<file path="src/rtl/dmem_arbiter_pkg.sv">
// Shared types and default geometry for the data-memory arbiter.
// The enum drives the controller FSM. The defaults size the attached DataMemory port.
package dmem_arb_pkg;

  localparam int DATA_W_DEF = 32;
  localparam int ADDR_W_DEF = 14;
  localparam int DEPTH_DEF  = 16;

  typedef enum logic [1:0] {
    IDLE   = 2'd0,
    ACCESS = 2'd1,
    RESP   = 2'd2
  } state_e;

endpackage

</file>
<file path="src/rtl/dmem_arbiter_rr.sv">
// Round-robin winner selection. The requester after the last granted one has top priority.
// The pointer moves only when the owner accepts the winner (advance_i).
module rr_arbiter #(
  parameter int N_REQ = 2,
  parameter int IDX_W = $clog2(N_REQ)
) (
  input  logic             clk,
  input  logic             rst_n,
  input  logic [N_REQ-1:0] req_i,
  input  logic             advance_i,
  output logic [N_REQ-1:0] win_onehot_o,
  output logic [IDX_W-1:0] win_idx_o,
  output logic             any_req_o
);

  localparam logic [IDX_W:0]   N_L      = (IDX_W+1)'(N_REQ);
  localparam logic [IDX_W-1:0] LAST_RST = IDX_W'(N_REQ - 1);

  logic [IDX_W-1:0] last_q;
  logic [IDX_W-1:0] last_d;
  logic [N_REQ-1:0] rot_req;
  logic [IDX_W-1:0] rot_idx [N_REQ];

  // Slot gi holds the requester that sits gi+1 places after the last winner.
  for (genvar gi = 0; gi < N_REQ; gi++) begin : g_rot
    logic [IDX_W:0] pos_sum;
    assign pos_sum      = {1'b0, last_q} + (IDX_W+1)'(gi + 1);
    assign rot_idx[gi]  = (pos_sum >= N_L) ? IDX_W'(pos_sum - N_L) : pos_sum[IDX_W-1:0];
    assign rot_req[gi]  = req_i[rot_idx[gi]];
  end

  always_comb begin
    win_idx_o = '0;
    any_req_o = 1'b0;
    for (int k = N_REQ - 1; k >= 0; k--) begin
      if (rot_req[k]) begin
        win_idx_o = rot_idx[k];
        any_req_o = 1'b1;
      end
    end
  end

  always_comb begin
    win_onehot_o = '0;
    if (any_req_o) begin
      win_onehot_o[win_idx_o] = 1'b1;
    end
  end

  always_comb begin
    last_d = last_q;
    if (advance_i && any_req_o) begin
      last_d = win_idx_o;
    end
  end

  always_ff @(posedge clk or negedge rst_n) begin
    if (!rst_n) begin
      last_q <= LAST_RST;
    end else begin
      last_q <= last_d;
    end
  end

endmodule

</file>
<file path="src/rtl/dmem_arbiter.sv">
// Shares one single-port DataMemory between N_REQ requesters.
// The FSM runs ACCESS for every grant and adds RESP only for an in-range read.
module dmem_arbiter
  import dmem_arb_pkg::*;
#(
  parameter int N_REQ  = 2,
  parameter int DEPTH  = DEPTH_DEF,
  parameter int ADDR_W = ADDR_W_DEF,
  parameter int DATA_W = DATA_W_DEF
) (
  input  logic                    clk,
  input  logic                    rst_n,
  input  logic [N_REQ-1:0]        req_i,
  input  logic [N_REQ-1:0]        we_i,
  input  logic [N_REQ*ADDR_W-1:0] addr_i,
  input  logic [N_REQ*DATA_W-1:0] wdata_i,
  output logic [N_REQ-1:0]        gnt_o,
  output logic [N_REQ-1:0]        rvalid_o,
  output logic [DATA_W-1:0]       rdata_o,
  output logic [N_REQ-1:0]        err_o,
  output logic                    busy_o,
  output logic                    mem_enable,
  output logic                    mem_write_enable,
  output logic                    mem_read_enable,
  output logic [ADDR_W-1:0]       mem_address,
  output logic [DATA_W-1:0]       mem_input_data,
  input  logic [DATA_W-1:0]       mem_output_data
);

  localparam int             IDX_W   = $clog2(N_REQ);
  localparam logic [ADDR_W:0] DEPTH_L = (ADDR_W+1)'(DEPTH);

  state_e state_q;
  state_e state_d;

  logic [ADDR_W-1:0] addr_arr  [N_REQ];
  logic [DATA_W-1:0] wdata_arr [N_REQ];

  logic [N_REQ-1:0]  win_onehot;
  logic [IDX_W-1:0]  win_idx;
  logic              any_req;
  logic              load;
  logic [ADDR_W-1:0] win_addr;
  logic              win_oor;

  logic [N_REQ-1:0]  owner_q, owner_d;
  logic              we_q, we_d;
  logic [ADDR_W-1:0] addr_q, addr_d;
  logic [DATA_W-1:0] wdata_q, wdata_d;
  logic              oor_q, oor_d;

  for (genvar gi = 0; gi < N_REQ; gi++) begin : g_split
    assign addr_arr[gi]  = addr_i[gi*ADDR_W +: ADDR_W];
    assign wdata_arr[gi] = wdata_i[gi*DATA_W +: DATA_W];
  end

  rr_arbiter #(
    .N_REQ (N_REQ),
    .IDX_W (IDX_W)
  ) u_rr (
    .clk          (clk),
    .rst_n        (rst_n),
    .req_i        (req_i),
    .advance_i    (load),
    .win_onehot_o (win_onehot),
    .win_idx_o    (win_idx),
    .any_req_o    (any_req)
  );

  // Requester inputs are only looked at on the edge that enters ACCESS.
  assign load     = (state_d == ACCESS);
  assign win_addr = addr_arr[win_idx];
  assign win_oor  = ({1'b0, win_addr} >= DEPTH_L);

  always_ff @(posedge clk or negedge rst_n) begin
    if (!rst_n) begin
      state_q <= IDLE;
    end else begin
      state_q <= state_d;
    end
  end

  always_comb begin
    state_d = state_q;
    case (state_q)
      IDLE:    state_d = any_req ? ACCESS : IDLE;
      ACCESS: begin
        if (!we_q && !oor_q) begin
          state_d = RESP;
        end else begin
          state_d = any_req ? ACCESS : IDLE;
        end
      end
      RESP:    state_d = any_req ? ACCESS : IDLE;
      default: state_d = IDLE;
    endcase
  end

  always_comb begin
    owner_d = owner_q;
    we_d    = we_q;
    addr_d  = addr_q;
    wdata_d = wdata_q;
    oor_d   = oor_q;
    if (load) begin
      owner_d = win_onehot;
      we_d    = we_i[win_idx];
      addr_d  = win_addr;
      wdata_d = wdata_arr[win_idx];
      oor_d   = win_oor;
    end
  end

  always_ff @(posedge clk or negedge rst_n) begin
    if (!rst_n) begin
      owner_q <= '0;
      we_q    <= 1'b0;
      addr_q  <= '0;
      wdata_q <= '0;
      oor_q   <= 1'b0;
    end else begin
      owner_q <= owner_d;
      we_q    <= we_d;
      addr_q  <= addr_d;
      wdata_q <= wdata_d;
      oor_q   <= oor_d;
    end
  end

  // Every pulse is decoded from state_q, so reset clears it immediately.
  always_comb begin
    gnt_o            = '0;
    err_o            = '0;
    rvalid_o         = '0;
    rdata_o          = '0;
    mem_enable       = 1'b0;
    mem_write_enable = 1'b0;
    mem_read_enable  = 1'b0;
    busy_o           = (state_q != IDLE);
    case (state_q)
      ACCESS: begin
        gnt_o = owner_q;
        if (oor_q) begin
          err_o = owner_q;
        end else begin
          mem_enable       = 1'b1;
          mem_write_enable = we_q;
          mem_read_enable  = !we_q;
        end
      end
      RESP: begin
        rvalid_o = owner_q;
        rdata_o  = mem_output_data;
      end
      default: ;
    endcase
  end

  assign mem_address    = addr_q;
  assign mem_input_data = wdata_q;

endmodule
</file>
<file path="config.mk">
export PLATFORM = sky130hd
export DESIGN_NAME = dmem_arbiter
export DESIGN_NICKNAME = d
export VERILOG_FILES = /design/src/rtl/dmem_arbiter_pkg.sv /design/src/rtl/dmem_arbiter_rr.sv /design/src/rtl/dmem_arbiter.sv
export SDC_FILE = /design/constraint.sdc
export NUM_CORES = 1
export LEC_CHECK = 0
export CAP_MARGIN = 20
export CORE_ASPECT_RATIO = 1.5
export CORE_MARGIN = 2
export CORE_UTILIZATION = 25
export DETAILED_ROUTE_END_ITERATION = 10
export PLACE_DENSITY = 0.66
export RECOVER_POWER = 50
export SETUP_SLACK_MARGIN = 0.2
export SYNTH_ARGS = -nofsm -noshare
export SYNTH_HDL_FRONTEND = slang
export SYNTH_SLANG_ARGS = --single-unit
</file>
<file path="constraint.sdc">
create_clock -name clk -period 1.6 [get_ports clk]
set_clock_uncertainty 0.15 [all_clocks]
set_input_delay 0.24 -clock clk [delete_from_list [all_inputs] [get_ports clk]]
set_output_delay 0.24 -clock clk [all_outputs]
set_load 0.005 [all_outputs]
</file>
==> Word level (Yosys, flattened, before mapping) <==
Cells that the tools add are included.
{ "classes": {"addsub": 4, "magnitude_cmp": 8, "n_eq_ne": 3, "muxes": 35, "bitwise": 1, "reduce_logical": 8} }
{ "op_table": {"columns": ["operator", "n"], "rows": [
  ["$mux W32", 4],
  ["$mux W14", 3],
  ["$mux W1", 20],
  ["$ge A14 B5 Y1 const B", 1],
  ["$mux W2", 6],
  ["$ge A2 B2 Y1 const B", 3],
  ["$lt A1 B2 Y1 const B", 3],
  ["$eq A2 B1 Y1 const B", 2],
  ["$pmux W2 S2", 1],
  ["$logic_and A1 B1 Y1", 3],
  ["$add A1 B1 Y2 const B", 1],
  ["$add A1 B2 Y2 const B", 1],
  ["$eq A2 B2 Y1 const B", 1],
  ["$logic_not A1 Y1", 2],
  ["$logic_not A2 Y1", 1],
  ["$not A1 Y2", 1],
  ["$reduce_bool A2 Y1", 1],
  ["$reduce_or A2 Y1", 1],
  ["$sub A1 B1 Y1 const B", 2],
  ["$demux W1 S1", 1],
  ["$ge A1 B1 Y1 const B", 1]
]} }
{ "totals": {"ff_bits": 53, "in_bits": 130, "output_inout_bits": 88, "elab_cells": 66} }

==> Depth between registers and ports, before layout <==
{ "depth": {"ltp_word": 12, "ltp_mapped": 7, "ltp_nobuf": 5} }

==> Hierarchy <==
Synthesis repeated with hierarchy kept, for this count alone.
{ "hier_totals": {"cells_unflattened": 282, "hier_area_um2": 2812.7} }
{ "by_module_without_submodules": {"columns": ["mod", "instances", "cells_per_inst", "area_each_um2"], "rows": [
  ["dmem_arbiter", 1, 274, 2742.6],
  ["rr_arbiter", 1, 8, 70.1]
]} }

==> Worst setup path before layout <==
OpenSTA, ideal clock, no wires.
{ "synth_timing": {"path_type": "reg-to-reg", "startpoint": "reg state_q[1]", "endpoint": "reg wdata_q[10] (netlist: mem_input_data[10])", "arrival_ps": 1203, "required_ps": 1318, "slack_ps": 114, "stages_incl_launch_ff": 8, "period_less_slack_ps": 1486, "path_cell_list": "dfrtp_1 o21bai_1 a21o_1 buf_2 buf_6 buf_6 nand2_1 o21ai_1"} }
{ "synth_via": {"elab_chain_len": 4, "word_cells_on_any_way": 6, "cone_classes": "eq/ne (3); mux (1); reduce/logical (2)"} }
{ "synth_rtl": {"columns": ["item", "line_no", "text"], "rows": [
  ["start: declaration", "dmem_arbiter.sv:33", "state_e state_q;"],
  ["start signal: assignment", "dmem_arbiter.sv:79", "state_q <= state_d;"],
  ["$eq A2 B2 Y1 or $logic_not A2 Y1 (tied branches)", "dmem_arbiter.sv:85", "case (state_q)"],
  ["$reduce_or A2 Y1 (no line)", null, null],
  ["$pmux W2 S2 *", "dmem_arbiter.sv:85", null],
  ["$eq A2 B1 Y1 *", "dmem_arbiter.sv:71", "assign load = (state_d == ACCESS);"],
  ["end signal: assignment", "dmem_arbiter.sv:125", "wdata_q <= wdata_d;"],
  ["end: declaration", "dmem_arbiter.sv:49", "logic [DATA_W-1:0] wdata_q, wdata_d;"]
]} }
Mark *: on every way between the ends. The rest lies on a longest branch, timed or not.
A chain may end at the register's enable or synchronous reset.

==> Worst setup path in the final report <==
{ "layout_timing": {"startpoint": "reg state_q[1]", "endpoint": "out rdata_o[12]"} }
{ "layout_via": {"elab_chain_len": 2} }
{ "layout_rtl": {"columns": ["item", "line_no", "text"], "rows": [
  ["$eq A2 B2 Y1", "dmem_arbiter.sv:140", "case (state_q)"],
  ["$mux W32", "dmem_arbiter.sv:140", null],
  ["end: declaration", "dmem_arbiter.sv:19", "output logic [DATA_W-1:0] rdata_o,"]
]} }
No other way between the ends.

==> impl_metrics.prom <==
# TYPE chip_impl_metric gauge
chip_impl_metric{name="stdcell_area",unit="sq um"} 6805
chip_impl_metric{name="fin_setup_tns",unit="ps"} -23240
chip_impl_metric{name="critical_path.n_buffers_inverters",unit=""} 5
chip_impl_info{name="violated_checks",value="negative setup slack"} 1
chip_impl_metric{name="floorplan.initialDensity",unit=""} 0.2574
chip_impl_metric{name="routedWlPerCell",unit="um"} 17.27
chip_impl_metric{name="worst_path_largest_cell_delay",unit="ps"} 380
chip_impl_metric{name="worstPathMaxFanout",unit=""} 8
chip_impl_info{name="max_stage_delay_cell_worst_path",value="dfrtp_1"} 1
chip_impl_metric{name="floorplan.die.height",unit="um"} 131.9
chip_impl_metric{name="synth_seq_cells",unit=""} 53
chip_impl_metric{name="synth_largest_type_area_fraction",unit=""} 0.4773
chip_impl_metric{name="die_area",unit="sq um"} 11770
chip_impl_metric{name="rows",unit=""} 46
chip_impl_metric{name="layout_min_cycle_time",unit="ps"} 1942
chip_impl_metric{name="ioPinCount",unit=""} 218
chip_impl_info{name="tritoncts",value="yes"} 1
chip_impl_metric{name="buffer_ports.inserted",unit=""} 217
chip_impl_metric{name="drc",unit=""} 0
chip_impl_metric{name="slew_headroom",unit=""} 0.4916
chip_impl_metric{name="dpl_cell_area",unit="sq um"} 5160
chip_impl_info{name="post_synth_top_area_cell",value="dfrtp_1"} 1
chip_impl_info{name="synth_top_cells_by_area",value="dfrtp_1, mux2i_1, and2_1"} 1
chip_impl_metric{name="finalNetCount",unit=""} 688
chip_impl_metric{name="initialDrtViolationCount",unit=""} 74
chip_impl_metric{name="die_x",unit="um"} 89.27
chip_impl_metric{name="globalRoute.totalOverflow",unit=""} 0
chip_impl_metric{name="required",unit="ps"} 1210
chip_impl_metric{name="synth-edff-count",unit=""} 0
chip_impl_metric{name="synth_async_sr_flop_share",unit=""} 1.000
chip_impl_info{name="cp-end-kind",value="output port"} 1
chip_impl_metric{name="num_vias",unit=""} 3256
chip_impl_info{name="grt_setup_unrepaired",value="true"} 1
chip_impl_metric{name="number_of_clock_buffers_inserted_by_tritoncts",unit=""} 5
chip_impl_metric{name="final_critical_path_setup_slack",unit="ps"} -342.4
chip_impl_info{name="worstHoldPathType",value="flip-flop to flip-flop"} 1
chip_impl_metric{name="design.core.area",unit="sq um"} 10590
chip_impl_metric{name="routed_wl",unit="um"} 12140
chip_impl_info{name="timing.critical_path.from_type",value="flip-flop"} 1
chip_impl_metric{name="count_of_distinct_cell_types_in_the_synthesized_netlist",unit=""} 27
chip_impl_metric{name="worstRegToRegCells",unit=""} 10
chip_impl_metric{name="fmaxAchievable",unit="MHz"} 514.8
chip_impl_metric{name="grtUsageTotal",unit=""} 0.1968
chip_impl_info{name="critical_setup_path_kind",value="flip-flop to output port"} 1
chip_impl_metric{name="clk_pin_slew_worst_paths",unit="ps"} 70
chip_impl_metric{name="finalSetupViolations",unit=""} 93
chip_impl_metric{name="power_leakage",unit="nW"} 3.175
chip_impl_metric{name="clock_sinks",unit=""} 53
chip_impl_metric{name="via_count_of_the_first_global_routing_pass",unit=""} 3399
chip_impl_metric{name="timing_hold_violations_final",unit=""} 0
chip_impl_metric{name="worstSkewPairLatency",unit="ps"} 290
chip_impl_metric{name="insertedDiodeCount",unit=""} 0
chip_impl_metric{name="detail-route-antenna-nets",unit=""} 0
chip_impl_metric{name="cellPowerDensity",unit="nW/um^2"} 1520
chip_impl_metric{name="p_r_area_growth_vs_syn",unit="%"} 149.6
chip_impl_metric{name="hold-worst-slack",unit="ps"} 322.9
chip_impl_metric{name="cts_buffer_depth",unit=""} 2
chip_impl_metric{name="worst-endpoint-arrival",unit="ps"} 1550
chip_impl_metric{name="timing.final.crit_share",unit=""} 1.214
chip_impl_metric{name="max_rail_drop_vdd",unit="mV"} 0.7598
chip_impl_metric{name="postSynthAreaPerCell",unit="sq um"} 9.737
chip_impl_metric{name="dpl.hpwl",unit="um"} 7679
chip_impl_metric{name="grt_antenna_before_repair",unit=""} 0
chip_impl_info{name="ctsRootBufferMaster",value="clkbuf_16"} 1
chip_impl_metric{name="drive_gt1_frac",unit=""} 0.4544
chip_impl_metric{name="worst_hold_depth",unit=""} 2
chip_impl_metric{name="synth_nets",unit=""} 410
chip_impl_metric{name="maximum_number_of_pins_on_one_net_before_global_route_repair",unit=""} 31
chip_impl_metric{name="drt_pass1_iterations",unit=""} 6
chip_impl_info{name="outcome",value="finished with violations"} 1
chip_impl_metric{name="tightestPinTransition",unit="ps"} 762.5
chip_impl_metric{name="syn_inst",unit=""} 280
chip_impl_info{name="crit_path_cell_trace",value="nor2b_4, buf_6, buf_6, buf_8, buf_16, and2_4, buf_6"} 1
chip_impl_metric{name="report.final.slew_viol_count",unit=""} 0
chip_impl_metric{name="cts-htree-levels",unit=""} 2
chip_impl_info{name="synth_top_flop_cell",value="dfrtp_1"} 1
chip_impl_metric{name="sequential_area_share_after_synthesis",unit=""} 0.4869
chip_impl_info{name="critical-path-top-cell-by-count",value="buf_6"} 1
chip_impl_metric{name="maxCapViolations",unit=""} 0
chip_impl_metric{name="yosysWarningCount",unit=""} 0
chip_impl_metric{name="gp_congestion",unit=""} 0.7391
chip_impl_metric{name="synth.cell_area",unit="sq um"} 2726
chip_impl_metric{name="critical_path_cell_count",unit=""} 7
chip_impl_metric{name="grt_pass1_wl",unit="um"} 17820
chip_impl_metric{name="drt-vias-per-instance",unit=""} 4.632
chip_impl_info{name="cp_top_family",value="buffers and inverters"} 1
## flip-flops by register name (all words and copies together), names as in the netlist
register	cells
u_rr.last_q	1
we_q	1
mem_input_data	32
oor_q	1
state_q	2
owner_q	2
mem_address	14
## logic make-up (layout without fill, tap and decap cells)
logic type      Yosys count  in the layout  synth area share
buf+inv                  21            299           0.04497
compound gates           53             54            0.1028
simple gates            106            106            0.1927
mux                      47             47            0.1726
flops                    53             53            0.4869
## cell type report
| cell class | count | area (sq um) |
|---|---|---|
| clock buffer | 7 | 152.6 |
| clock inverter | 1 | 5.005 |
| fill | 852 | 3785 |
| inverter | 1 | 16.27 |
| multi-input combinational | 207 | 1836 |
| sequential | 53 | 1328 |
| tap | 144 | 180.2 |
| timing repair buffer | 290 | 3288 |
## worst paths after layout
check	startpoint	to	slack (ps)
setup reg to reg	state_q[0]$_DFF_PN0_	mem_input_data[11]$_DFFE_PN0N_	-320
hold reg to reg	mem_input_data[19]$_DFFE_PN0N_	mem_input_data[19]$_DFFE_PN0N_	320
setup / recovery	state_q[1]$_DFF_PN0_	rdata_o[12]	-340
min in group asynchronous	rst_n	mem_input_data[26]$_DFFE_PN0N_	420
hold / removal	mem_input_data[19]$_DFFE_PN0N_	mem_input_data[19]$_DFFE_PN0N_	320
max in group asynchronous	rst_n	oor_q$_DFFE_PN0N_	320
## cell usage after synthesis (4+ instances only)
cell type,number
nor2_1,6
o21ai_0,25
mux2i_1,47
nand2_1,49
clkbuf_1,6
and2_1,37
o21ai_1,22
dfrtp_1,52
nor4_1,4
buf_2,7
## metal layers
metal | track usage | part of all wire | vias up
met5 | 0 | 0 | -
met4 | 0.06136 | 0.028 | 0
met3 | 0.04258 | 0.079 | 18
met2 | 0.3761 | 0.56 | 162
met1 | 0.2036 | 0.34 | 1555
li1 | - | - | 1521
## power breakdown
group	switching [mW]	internal (mW)
Clock	0.475	0.664
Sequential	0.557	2.02
Combinational	2.57	4.06
Total	3.60	6.74
## stage by stage
stage / util / setup slack (ps) / cells / power [mW]
after global placement: 0.4872 / -235.7 / 638 / 6.122
final: 0.6426 / -342.4 / 703 / 10.34
after global routing: 0.6426 / -391.7 / 703 / 10.94
after CTS: 0.6177 / -326.5 / 699 / 9.895
after floorplan: - / 164.0 / 280 / 3.774
after detailed placement: 0.4872 / -268.7 / 638 / 6.207
## layout by cell type, fill, tap and decap left out, types with 2 or more instances in the layout
master             n
nor2b_4            2
o21ai_1            8
clkbuf_16          5
nor4_1             4
and2_1             2
nor2_1             4
and3_4             2
nand2_4           23
a21o_4             2
buf_16            18
dlygate4sd2_1     46
clkdlybuf4s50_1  128
mux2i_1           47
a21o_1             2
nand2_2           17
buf_4             22
buf_6             54
buf_2              4
buf_12            14
and2_4            35
clkbuf_2           2
clkbuf_8           2
dfrtp_1           52
o21ai_2           38
nand2_1            9
## what timing repair did
item / in CTS / in global routing
pin swaps: 76 / 18
setup endpoints to repair: 140 / 97
setup buffers: 32 / 5
endpoints found under the hold margin: 52 / 0
hold buffers: 1 / 0
gates cloned: 20 / 0
resized for setup: 407 / 63
## worst min-delay path: cells and delay by family, from the launching register on
family | cells | cell delay, ps
AOI/OAI and AO/OA | 1 | 40
DFF | 1 | 340
and+or+nand+nor | 1 | 60
No activity file was read; power rests on OpenSTA's default activity.
